<file path="src/rtl/updown_dir_decoder.sv">
// rtl/updown_dir_decoder.sv - recovers count direction from an observed up/down counter bus
// Optional UPDOWN_DIR_STATS_EN adds saturating err_count/rev_count outputs.
module updown_dir_decoder #(
  parameter int WIDTH    = 4,
  parameter int LOCK_LEN = 3
) (
  input  logic             clock,
  input  logic             reset,
  input  logic             sample_en,
  input  logic [WIDTH-1:0] count_in,
  output logic             updown_out,
  output logic             dir_valid,
  output logic             dir_change,
  output logic             step_err,
  output logic             hold_seen,
  output logic [3:0]       run_len
`ifdef UPDOWN_DIR_STATS_EN
  ,
  output logic [7:0]       err_count,
  output logic [7:0]       rev_count
`endif
);

  typedef enum logic [1:0] {ACQ, TRK_UP, TRK_DN, FAULT} state_t;
  typedef enum logic [1:0] {ST_UP, ST_DN, ST_HOLD, ST_JUMP} step_t;

  localparam logic [WIDTH-1:0] DELTA_UP = WIDTH'(1);
  localparam logic [WIDTH-1:0] DELTA_DN = {WIDTH{1'b1}};
  localparam logic [3:0]       RUN_MAX  = 4'd15;
  localparam logic [3:0]       LOCK_THR = 4'(LOCK_LEN);

  state_t           state_q, state_d;
  logic [WIDTH-1:0] prev_q, prev_d;
  logic [3:0]       run_q, run_d;
  logic             ud_q, ud_d;
  logic             dv_q, dv_d;
  logic             dc_q, dc_d;
  logic             se_q, se_d;
  logic             hs_q, hs_d;
  logic [WIDTH-1:0] delta;
  step_t            step;

  // Modular difference makes max->0 an UP step and 0->max a DOWN step.
  always_comb begin
    delta = count_in - prev_q;
    if (delta == DELTA_UP)            step = ST_UP;
    else if (delta == DELTA_DN)       step = ST_DN;
    else if (delta == {WIDTH{1'b0}})  step = ST_HOLD;
    else                              step = ST_JUMP;
  end

  always_comb begin
    state_d = state_q;
    prev_d  = prev_q;
    run_d   = run_q;
    ud_d    = ud_q;
    dc_d    = 1'b0;
    se_d    = 1'b0;
    hs_d    = 1'b0;
    if (sample_en) begin
      prev_d = count_in;
      case (state_q)
        ACQ: begin
          // Acquisition only establishes a reference; it never raises pulses.
          case (step)
            ST_UP: begin
              state_d = TRK_UP;
              run_d   = 4'd1;
            end
            ST_DN: begin
              state_d = TRK_DN;
              run_d   = 4'd1;
            end
            ST_JUMP: state_d = FAULT;
            default: state_d = ACQ;
          endcase
        end
        TRK_UP, TRK_DN: begin
          case (step)
            ST_UP, ST_DN: begin
              if ((state_q == TRK_UP) == (step == ST_UP)) begin
                run_d = (run_q == RUN_MAX) ? RUN_MAX : run_q + 4'd1;
              end else begin
                state_d = (step == ST_UP) ? TRK_UP : TRK_DN;
                run_d   = 4'd1;
                dc_d    = dv_q;
              end
            end
            ST_HOLD: hs_d = 1'b1;
            default: begin
              state_d = FAULT;
              run_d   = 4'd0;
              se_d    = 1'b1;
            end
          endcase
        end
        default: begin
          case (step)
            ST_UP: begin
              state_d = TRK_UP;
              run_d   = 4'd1;
            end
            ST_DN: begin
              state_d = TRK_DN;
              run_d   = 4'd1;
            end
            ST_HOLD: hs_d = 1'b1;
            default: se_d = 1'b1;
          endcase
        end
      endcase
    end
    if (state_d == TRK_UP)      ud_d = 1'b1;
    else if (state_d == TRK_DN) ud_d = 1'b0;
    dv_d = ((state_d == TRK_UP) || (state_d == TRK_DN)) && (run_d >= LOCK_THR);
  end

  always_ff @(posedge clock) begin
    if (reset) begin
      state_q <= ACQ;
      prev_q  <= '0;
      run_q   <= 4'd0;
      ud_q    <= 1'b0;
      dv_q    <= 1'b0;
      dc_q    <= 1'b0;
      se_q    <= 1'b0;
      hs_q    <= 1'b0;
    end else begin
      state_q <= state_d;
      prev_q  <= prev_d;
      run_q   <= run_d;
      ud_q    <= ud_d;
      dv_q    <= dv_d;
      dc_q    <= dc_d;
      se_q    <= se_d;
      hs_q    <= hs_d;
    end
  end

  assign updown_out = ud_q;
  assign dir_valid  = dv_q;
  assign dir_change = dc_q;
  assign step_err   = se_q;
  assign hold_seen  = hs_q;
  assign run_len    = run_q;

`ifdef UPDOWN_DIR_STATS_EN
  logic [7:0] err_q, rev_q;

  always_ff @(posedge clock) begin
    if (reset) begin
      err_q <= 8'd0;
      rev_q <= 8'd0;
    end else begin
      if (se_d && (err_q != 8'hFF)) err_q <= err_q + 8'd1;
      if (dc_d && (rev_q != 8'hFF)) rev_q <= rev_q + 8'd1;
    end
  end

  assign err_count = err_q;
  assign rev_count = rev_q;
`endif

endmodule

</file>
<file path="config.mk">
export PLATFORM = sky130hd
export DESIGN_NAME = updown_dir_decoder
export DESIGN_NICKNAME = d
export VERILOG_FILES = /design/src/rtl/updown_dir_decoder.sv
export SDC_FILE = /design/constraint.sdc
export NUM_CORES = 1
export LEC_CHECK = 0
export BUFFER_PORTS_ARGS = -buffer_cell sky130_fd_sc_hd__buf_2
export CAP_MARGIN = 20
export CELL_PAD_IN_SITES_DETAIL_PLACEMENT = 1
export CELL_PAD_IN_SITES_GLOBAL_PLACEMENT = 1
export CORE_MARGIN = 5
export CORE_UTILIZATION = 42
export DETAILED_ROUTE_END_ITERATION = 6
export GPL_TIMING_DRIVEN = 0
export PLACE_DENSITY = 0.81
export SLEW_MARGIN = 15
export SYNTH_ARGS = -nofsm -noshare
export SYNTH_HDL_FRONTEND = slang
export SYNTH_SLANG_ARGS = --single-unit
</file>
<file path="constraint.sdc">
create_clock -name clock -period 4.7 [get_ports clock]
set_input_delay 0.235 -clock clock [delete_from_list [all_inputs] [get_ports clock]]
set_output_delay 0.235 -clock clock [all_outputs]
set_load 0.02 [all_outputs]
</file>
* Yosys cells after proc, flatten, opt, wreduce, memory -nomap -nowiden
Cells that the tools add are included.
** Operators by class
- Add/subtract/negate cells :: 2
- Magnitude comparators :: 1
- Equality and inequality tests :: 11
- Mux-type cells :: 20
- Bitwise gates (word level) :: 3
- Reductions and logical operators :: 11
** Operators by type and width (count)
- $mux 4 :: 5
- $pmux 2 s2 :: 3
- $mux 2 :: 5
- $eq 2x2->1 const B :: 4
- $eq 4x4->1 const B :: 2
- $pmux 4 s2 :: 1
- $eq 2x1->1 const B :: 3
- $pmux 2 s3 :: 1
- $reduce_or 3->1 :: 2
- $mux 1 :: 5
- $reduce_or 5->1 :: 1
- $add 4x1->4 const B :: 1
- $eq 4x1->1 const B :: 1
- $ge 4x2->1 const B :: 1
- $logic_not 2->1 :: 2
- $logic_not 4->1 :: 1
- $reduce_or 2->1 :: 2
- $sub 4x4->4 :: 1
- $not 1->1 :: 3
- $reduce_bool 2->1 :: 1
- $eq 1x1->1 :: 1
- $logic_and 1x1->1 :: 1
- $logic_or 1x1->1 :: 1
** Word-level totals
- Register bits :: 15
- Bits of input ports :: 7
- Output and inout port bits :: 9
- Word-level logic and storage cells :: 56

* Longest topological paths before layout
Gate-level depths: netlist (run 1).
- Depth in word-level cells :: 14
- Depth in mapped cells :: 18
- Depth with buffers taken out :: 18

* Worst setup path before layout (run 1)
No wires, ideal clock.
- Kind :: reg2reg
- Start :: reg prev_q[0]
- End :: reg ud_q (netlist: updown_out)
- Library setup time :: 0.128 ns
- Data arrival time :: 3.179 ns
- Data required time :: 4.572 ns
- Setup slack :: 1.394 ns
- Stages on the path, launching flop included :: 18
- Buffers on the path :: 0
- Period minus slack after synthesis :: 3.306 ns
- Cell sequence :: dfxtp_1 ha_1 inv_1 fa_1 xor2_2 nand3b_1 or3_4 nand2_1 ha_1 xor2_1 nor2_1 a21oi_1 a211oi_1 o221ai_1 nand2_1 ha_1 mux2i_1 nor2_1
** Between the ends
- Longest elaborated chain between the ends :: 13
- Elaborated cells between the ends (all ways) :: 24
- Those cells by class :: add/sub: 1; eq/ne: 8; mux: 11; reduce/logical: 4
** RTL lines
- start: declaration :: line 33 : logic [WIDTH-1:0] prev_q, prev_d;
- start signal: assignment :: line 130 : prev_q <= prev_d;
- $sub 4x4->4 (*) :: line 45 : delta = count_in - prev_q;
- $logic_not 4->1 :: line 48 : else if (delta == {WIDTH{1'b0}}) step = ST_HOLD;
- $mux 1 :: line 48
- $mux 2 :: line 47 : else if (delta == DELTA_DN) step = ST_DN;
- $mux 2 (*) :: line 46 : if (delta == DELTA_UP) step = ST_UP;
- $logic_not 2->1
- $mux 2 / $eq 1x1->1 (equally long branches) :: line 84, 81
- $mux 2 :: line 81 : if ((state_q == TRK_UP) == (step == ST_UP)) begin
- $pmux 2 s2 :: line 79 : case (step)
- $pmux 2 s2 (*) :: line 62 : case (state_q)
- $mux 2 (*) :: line 60 : if (sample_en) begin
- via state_d[0] :: line 32 : state_t state_q, state_d;
- $eq 2x1->1 / $eq 2x2->1 (equally long branches) :: line 113, 114
- $mux 1 / $reduce_bool 2->1 (equally long branches)
- end signal: assignment :: line 132 : ud_q <= ud_d;
- end: declaration :: line 35 : logic ud_q, ud_d;
Mark *: on every way through the listed nets, which the timed path passes. The rest lies on a longest branch.
A chain may end at the register's enable or synchronous reset.

* Worst setup path after layout (run 1)
Same ends and word-level chain as after synthesis.

==> results.json, run 1 <==
{
  "leakage_nw": 0.581,
  "cp_num_buf_inv": 1,
  "num_rows": 19,
  "grt_overflow_total": 0,
  "worst-path-max-fanout": 5,
  "clk_latency_ns": 0.29,
  "nets": 182,
  "status": "finished clean",
  "design.die.area_um2": 3940,
  "grt_pass1_vias": 1189,
  "critPathArrivalTime_ns": 4.12,
  "place_area_um2": 1280,
  "cp-end-kind": "flip-flop",
  "synth.area.mux_share": 0.0428,
  "pre_cts_ws_ns": 0.676,
  "hold_slack_ns": 0.198,
  "cp_slowest_stage_delay_ns": 0.41,
  "fin_area_um2": 1310,
  "peakVddDrop_mv": 0.185,
  "tns_ns": 0,
  "cts-root-buf": "clkbuf_4",
  "synthCells": 141,
  "hold_viol": 0,
  "fill_cells": 343,
  "power_density_nw_per_um2": 286,
  "core_area_um2": 2710,
  "synthXorXnorAreaFrac": 0.0439,
  "p_total_mw": 0.375,
  "post-route-period-util": 0.839,
  "ys_seq_area_frac": 0.257,
  "grt_max_degree": 11,
  "n_antenna_cell": 0,
  "start_kind": "flip-flop",
  "die_y_um": 62.8,
  "antenna_found_initial": 0,
  "htreeDepth": 1,
  "tritoncts": "done",
  "drt_wl_total_um": 3020,
  "final_max_slew_viol_count": 0,
  "path_clk_slew_ns": 0.09,
  "yosys.area.top_type": "dfxtp_1",
  "initial_core_util": 0.431,
  "post-cts-setup-buffers": 0,
  "cts_made_buffers": 3,
  "hpwl_um": 2490,
  "synth_common_cells": "nor2_1 (18), dfxtp_1 (15), ha_1 (13), inv_1 (13), a211oi_1 (9)",
  "final_cells": 191,
  "routedWlPerCell_um": 15.8,
  "drive_gt1_frac": 0.163,
  "clock-sinks": 15,
  "port_buffers": 15,
  "synth_edf_count": 0,
  "timing.final.ws_setup_ns": 0.758,
  "synth_seq_cells": 15,
  "ys.flop_type": "dfxtp_1",
  "rsz0062_at_grt": "no",
  "crit_type": "reg -> reg",
  "drt_pre_antenna_iters": 4,
  "vias": 1095,
  "crit_required_ns": 4.87,
  "final_antenna_net_count": 0,
  "gp_congestion": 0.790,
  "yosys_warnings": 0,
  "synth_compound_area_frac": 0.221,
  "grt_usage": 0.161,
  "yosysMostFrequentCell": "nor2_1",
  "ys_types": 36,
  "cap_violations": 0,
  "critPathTopFamily": "adder cells",
  "min_period_ns": 3.94,
  "via_per_inst": 5.73,
  "fin_util": 0.483,
  "critPathMostFrequentCell": "ha_1",
  "synth_top_cell_area_share": 0.257,
  "setup_viol": 0,
  "synth_top_family_by_area": "simple AND/OR/NAND/NOR gates",
  "crit_slowest_cell": "fa_1",
  "place_inst": 187,
  "yosys.area_share.simple": 0.228,
  "syn_area_um2": 1170,
  "slew_headroom": 0.612,
  "hp-class": "in -> reg",
  "fmax_mhz": 254,
  "avgSynthCellArea_um2": 8.29,
  "tightest_slew_ns": 0.582,
  "grt_pass1_wl_um": 5180,
  "drc": 0,
  "ctsHoldBuffers": 0,
  "fp.dieW_um": 62.8,
  "clock_path_buffers": 2,
  "synthAdderAreaFrac": 0.156,
  "ioPinCount": 16,
  "cts_resized": 0,
  "synth_area_leaders": "dfxtp_1 (26%), ha_1 (14%), a211oi_1 (5.8%)",
  "skew_ns": 0.000906,
  "area_growth_pct": 12.1,
  "drt_iter0_drc": 22,
  "async_reset_ff_frac": 0,
  "path_cells": "ha_1 -> inv_1 -> fa_1 -> xor2_2 -> nor3_1 -> o21ai_0 -> nand2_1 -> ha_1 -> xor2_1 -> nor2_1 -> a21oi_1 -> a211oi_1 -> o221ai_1 -> nand2_1 -> ha_1 -> mux2i_1 -> nor2_1",
  "syn_nets": 162
}
-- layout by cell type, fill, tap and decap left out, types with 4 or more instances in the layout --
cell type | synthesis | final
o21ai_0 | 4 | 4
mux2i_1 | 5 | 5
ha_1 | 13 | 13
a21oi_1 | 8 | 8
a211oi_1 | 9 | 9
inv_1 | 13 | 13
nand2_1 | 6 | 6
nor2_1 | 18 | 18
nor3_1 | 5 | 5
buf_2 | 0 | 15
dfxtp_1 | 15 | 15
-- registers in the layout, summed over array words and instances (netlist names) --
name / cells
dir_change: 1
state_q: 2
updown_out: 1
run_len: 4
prev_q: 4
step_err: 1
dir_valid: 1
hold_seen: 1
-- final cells by class --
cell class              instances  area (um^2)  area share
multi-input cells             110          808       0.617
flip-flops and latches         15          300       0.229
repair buffers                 15         75.1      0.0573
inverters                      14         52.6      0.0401
well taps                      31         38.8      0.0296
clock buffers                   3         22.5      0.0172
plain buffers                   2         7.51     0.00573
clock inverters                 1         5.00     0.00382
-- metal layers --
layer,vias to the layer above,GRT usage,share of wire
li1,552,-,-
met1,515,0.172,0.43
met2,19,0.306,0.52
met3,9,0.0450,0.034
met4,0,0.0424,0.017
met5,-,0,0
-- tightest hold or removal path, delay by kind of cell --
kind | cells | cell delay, ns
simple gates | 1 | 0.08
buf+inv | 1 | 0.09
mux | 1 | 0.06
-- cells by family (layout without fill, tap and decap cells) --
group	count (synthesis)	count (layout)
AO/OA/AOI/OAI	37	37
XOR/XNOR	5	5
adder cells (fa/ha/maj)	14	14
buffers and inverters	16	35
flip-flops	15	15
multiplexers	5	5
AND/OR/NAND/NOR	49	49
-- final timing paths --
| path | startpoint | endpoint | slack, ns | cells past startpoint |
|---|---|---|---|---|
| worst min register to register | dir_valid | dir_change | 0.48 | 2 |
| worst max register to register | prev_q[0] | updown_out | 0.76 | 17 |
| worst min-delay path | count_in[0] | prev_q[0] | 0.20 | 3 |
| worst max-delay path | prev_q[0] | updown_out | 0.76 | 17 |
-- where the power goes --
part           switching [mW]  internal [mW]
Combinational          0.0969         0.0598
Sequential            0.00738          0.135
Clock                  0.0439         0.0317
Power figures use the tool's default switching activity.
==> run 2, diff against run 1 <==
- CORE_UTILIZATION: 42 -> 38
- PLACE_DENSITY: 0.81 -> 0.78
- clock period: 4.7 -> 3.15 ns (I/O delays scaled with it)
==> run 2 against run 1 <==
Against the previous run:
- highest routed layer unchanged
- utilization up 4.2 points
- the flow now finishes with violations (negative setup slack)
- sequential power up 50%
- register-to-register slack worse by 0.83 ns
- sequential share of layout area down 3.8 points
- clock skew up 0.0048 ns
==> results.json, run 2 (synthesis results as in run 1) <==
{
  "htreeDepth": 1,
  "drc": 0,
  "peakVddDrop_mv": 0.187,
  "die_y_um": 65.5,
  "grt.busiest_layer": "met2",
  "post-route-period-util": 1.02,
  "ioPinCount": 16,
  "violations": "negative setup slack",
  "timing.final.ws_setup_ns": -0.0703,
  "drt_iter0_drc": 61,
  "grt_pass1_vias": 1280,
  "initial_core_util": 0.389,
  "antenna_found_initial": 0,
  "vias": 1192,
  "gp_congestion": 0.826,
  "via_per_inst": 5.79,
  "drt_wl_total_um": 3390,
  "rsz0062_at_grt": "yes",
  "crit_type": "reg -> reg",
  "critPathArrivalTime_ns": 3.44,
  "hp-class": "in -> reg",
  "leakage_nw": 0.648,
  "power_density_nw_per_um2": 416,
  "tightest_slew_ns": 0.598,
  "port_buffers": 15,
  "clk_latency_ns": 0.29,
  "hpwl_um": 2580,
  "n_antenna_cell": 0,
  "core_area_um2": 3000,
  "place_inst": 189,
  "final_common_cell": "nor2_1",
  "p_total_mw": 0.656,
  "use_met1": 0.173,
  "final_max_slew_viol_count": 0,
  "regToRegSetupSlack_ns": -0.07,
  "grt_overflow_total": 0,
  "fmax_mhz": 311,
  "grt_max_degree": 11,
  "cap_violations": 0,
  "design.die.area_um2": 4280,
  "crit_required_ns": 3.37,
  "grt_usage": 0.171,
  "cts-root-buf": "clkbuf_4",
  "clock_path_buffers": 2,
  "routedWlPerCell_um": 16.5,
  "slew_headroom": 0.602,
  "min_period_ns": 3.22,
  "nets": 195,
  "fp.dieW_um": 65.5,
  "area_growth_pct": 35.0,
  "drive_gt1_frac": 0.382,
  "skew_ns": 0.00567,
  "hold_end": "dir_valid",
  "cts_made_buffers": 3,
  "path_clk_slew_ns": 0.10,
  "clock-sinks": 15,
  "tritoncts": "done",
  "grt_pass1_wl_um": 5740,
  "tns_ns": -0.134,
  "mostFrequentLayoutCells": "nor2_1 (17), buf_2 (15), dfxtp_1 (14)",
  "hold_viol": 0,
  "final_cells": 206,
  "worst-path-max-fanout": 5,
  "grt_use_met3": 0.0496,
  "rr_worst_depth": 15,
  "place_area_um2": 1330,
  "rr_startpoint": "prev_q[0]",
  "fin_area_um2": 1580,
  "cp-end-kind": "flip-flop",
  "globalRouteMet2Util": 0.322,
  "final_antenna_net_count": 0,
  "drt_pre_antenna_iters": 4,
  "whs_path_depth": 2,
  "hp-start": "reset",
  "status": "finished, violations left",
  "start_kind": "flip-flop",
  "num_rows": 20,
  "setup_viol": 2,
  "rr_endpoint": "dir_valid"
}
[run 2: power by group]
| part | total, mW | leakage, nW | internal, mW | switching [mW] |
|---|---|---|---|---|
| registers | 0.214 | 0.123 | 0.202 | 0.0125 |
| logic | 0.327 | 0.508 | 0.145 | 0.182 |
| clock network | 0.114 | 0.0177 | 0.0473 | 0.0668 |
[run 2: worst max path at each step]
stage                 from         end  slack, ns  cells after the start
6_report         prev_q[0]   dir_valid      -0.07                     15
5_1_grt          prev_q[0]  updown_out      -0.26                     17
4_1_cts          prev_q[0]  updown_out      -0.25                     17
3_5_place_dp   count_in[0]  updown_out      -0.53                     19
3_3_place_gp     prev_q[0]  updown_out      -0.34                     17
2_1_floorplan    prev_q[0]  updown_out       0.05                     16
[run 2: what timing repair did]
item                                   4_1_cts  5_1_grt
setup endpoints to repair                    5        6
buffers inserted                             9        4
endpoints found under the hold margin        0        0
pin swaps                                    7       10
hold buffers                                 0        0
resized for setup                           16       14
gates cloned                                 0        0
[run 2: cell type report]
class	instances	area [um^2]
clock inverters	1	5.00
repair buffers	28	173
multi-input cells	110	975
inverters	14	52.6
plain buffers	2	7.51
flip-flops and latches	15	302
well taps	33	41.3
clock buffers	3	22.5
fillers	363	1430
[run 2: through the flow]
| step | util | worst slack (ns) | hold slack, ns |
|---|---|---|---|
| CTS | 0.498 | -0.253 | 0.0986 |
| detailed placement | 0.441 | -0.530 | 0.413 |
| floorplan | - | 0.0468 | 0.232 |
| global route | 0.525 | -0.261 | 0.0896 |
| finish | 0.525 | -0.0703 | 0.103 |
| global placement | 0.441 | -0.338 | 0.415 |
[run 2: per-layer routing]
| layer | vias up | routed length [um] |
|---|---|---|
| met5 | - | 0 |
| met4 | 0 | 79 |
| met3 | 10 | 144 |
| met2 | 31 | 1830 |
| met1 | 574 | 1340 |
| li1 | 577 | - |
[run 2: critical path, stage by stage (launching register included)]
cell,delay [ns]
dfxtp_2,0.35
ha_4,0.15
inv_2,0.04
fa_2,0.57
nand3b_1,0.10
or3_4,0.36
nand2_4,0.09
ha_4,0.17
xor2_4,0.19
a21oi_2,0.08
a211oi_2,0.23
o221ai_2,0.15
nand2_2,0.15
ha_4,0.21
buf_4,0.13
a311oi_2,0.16
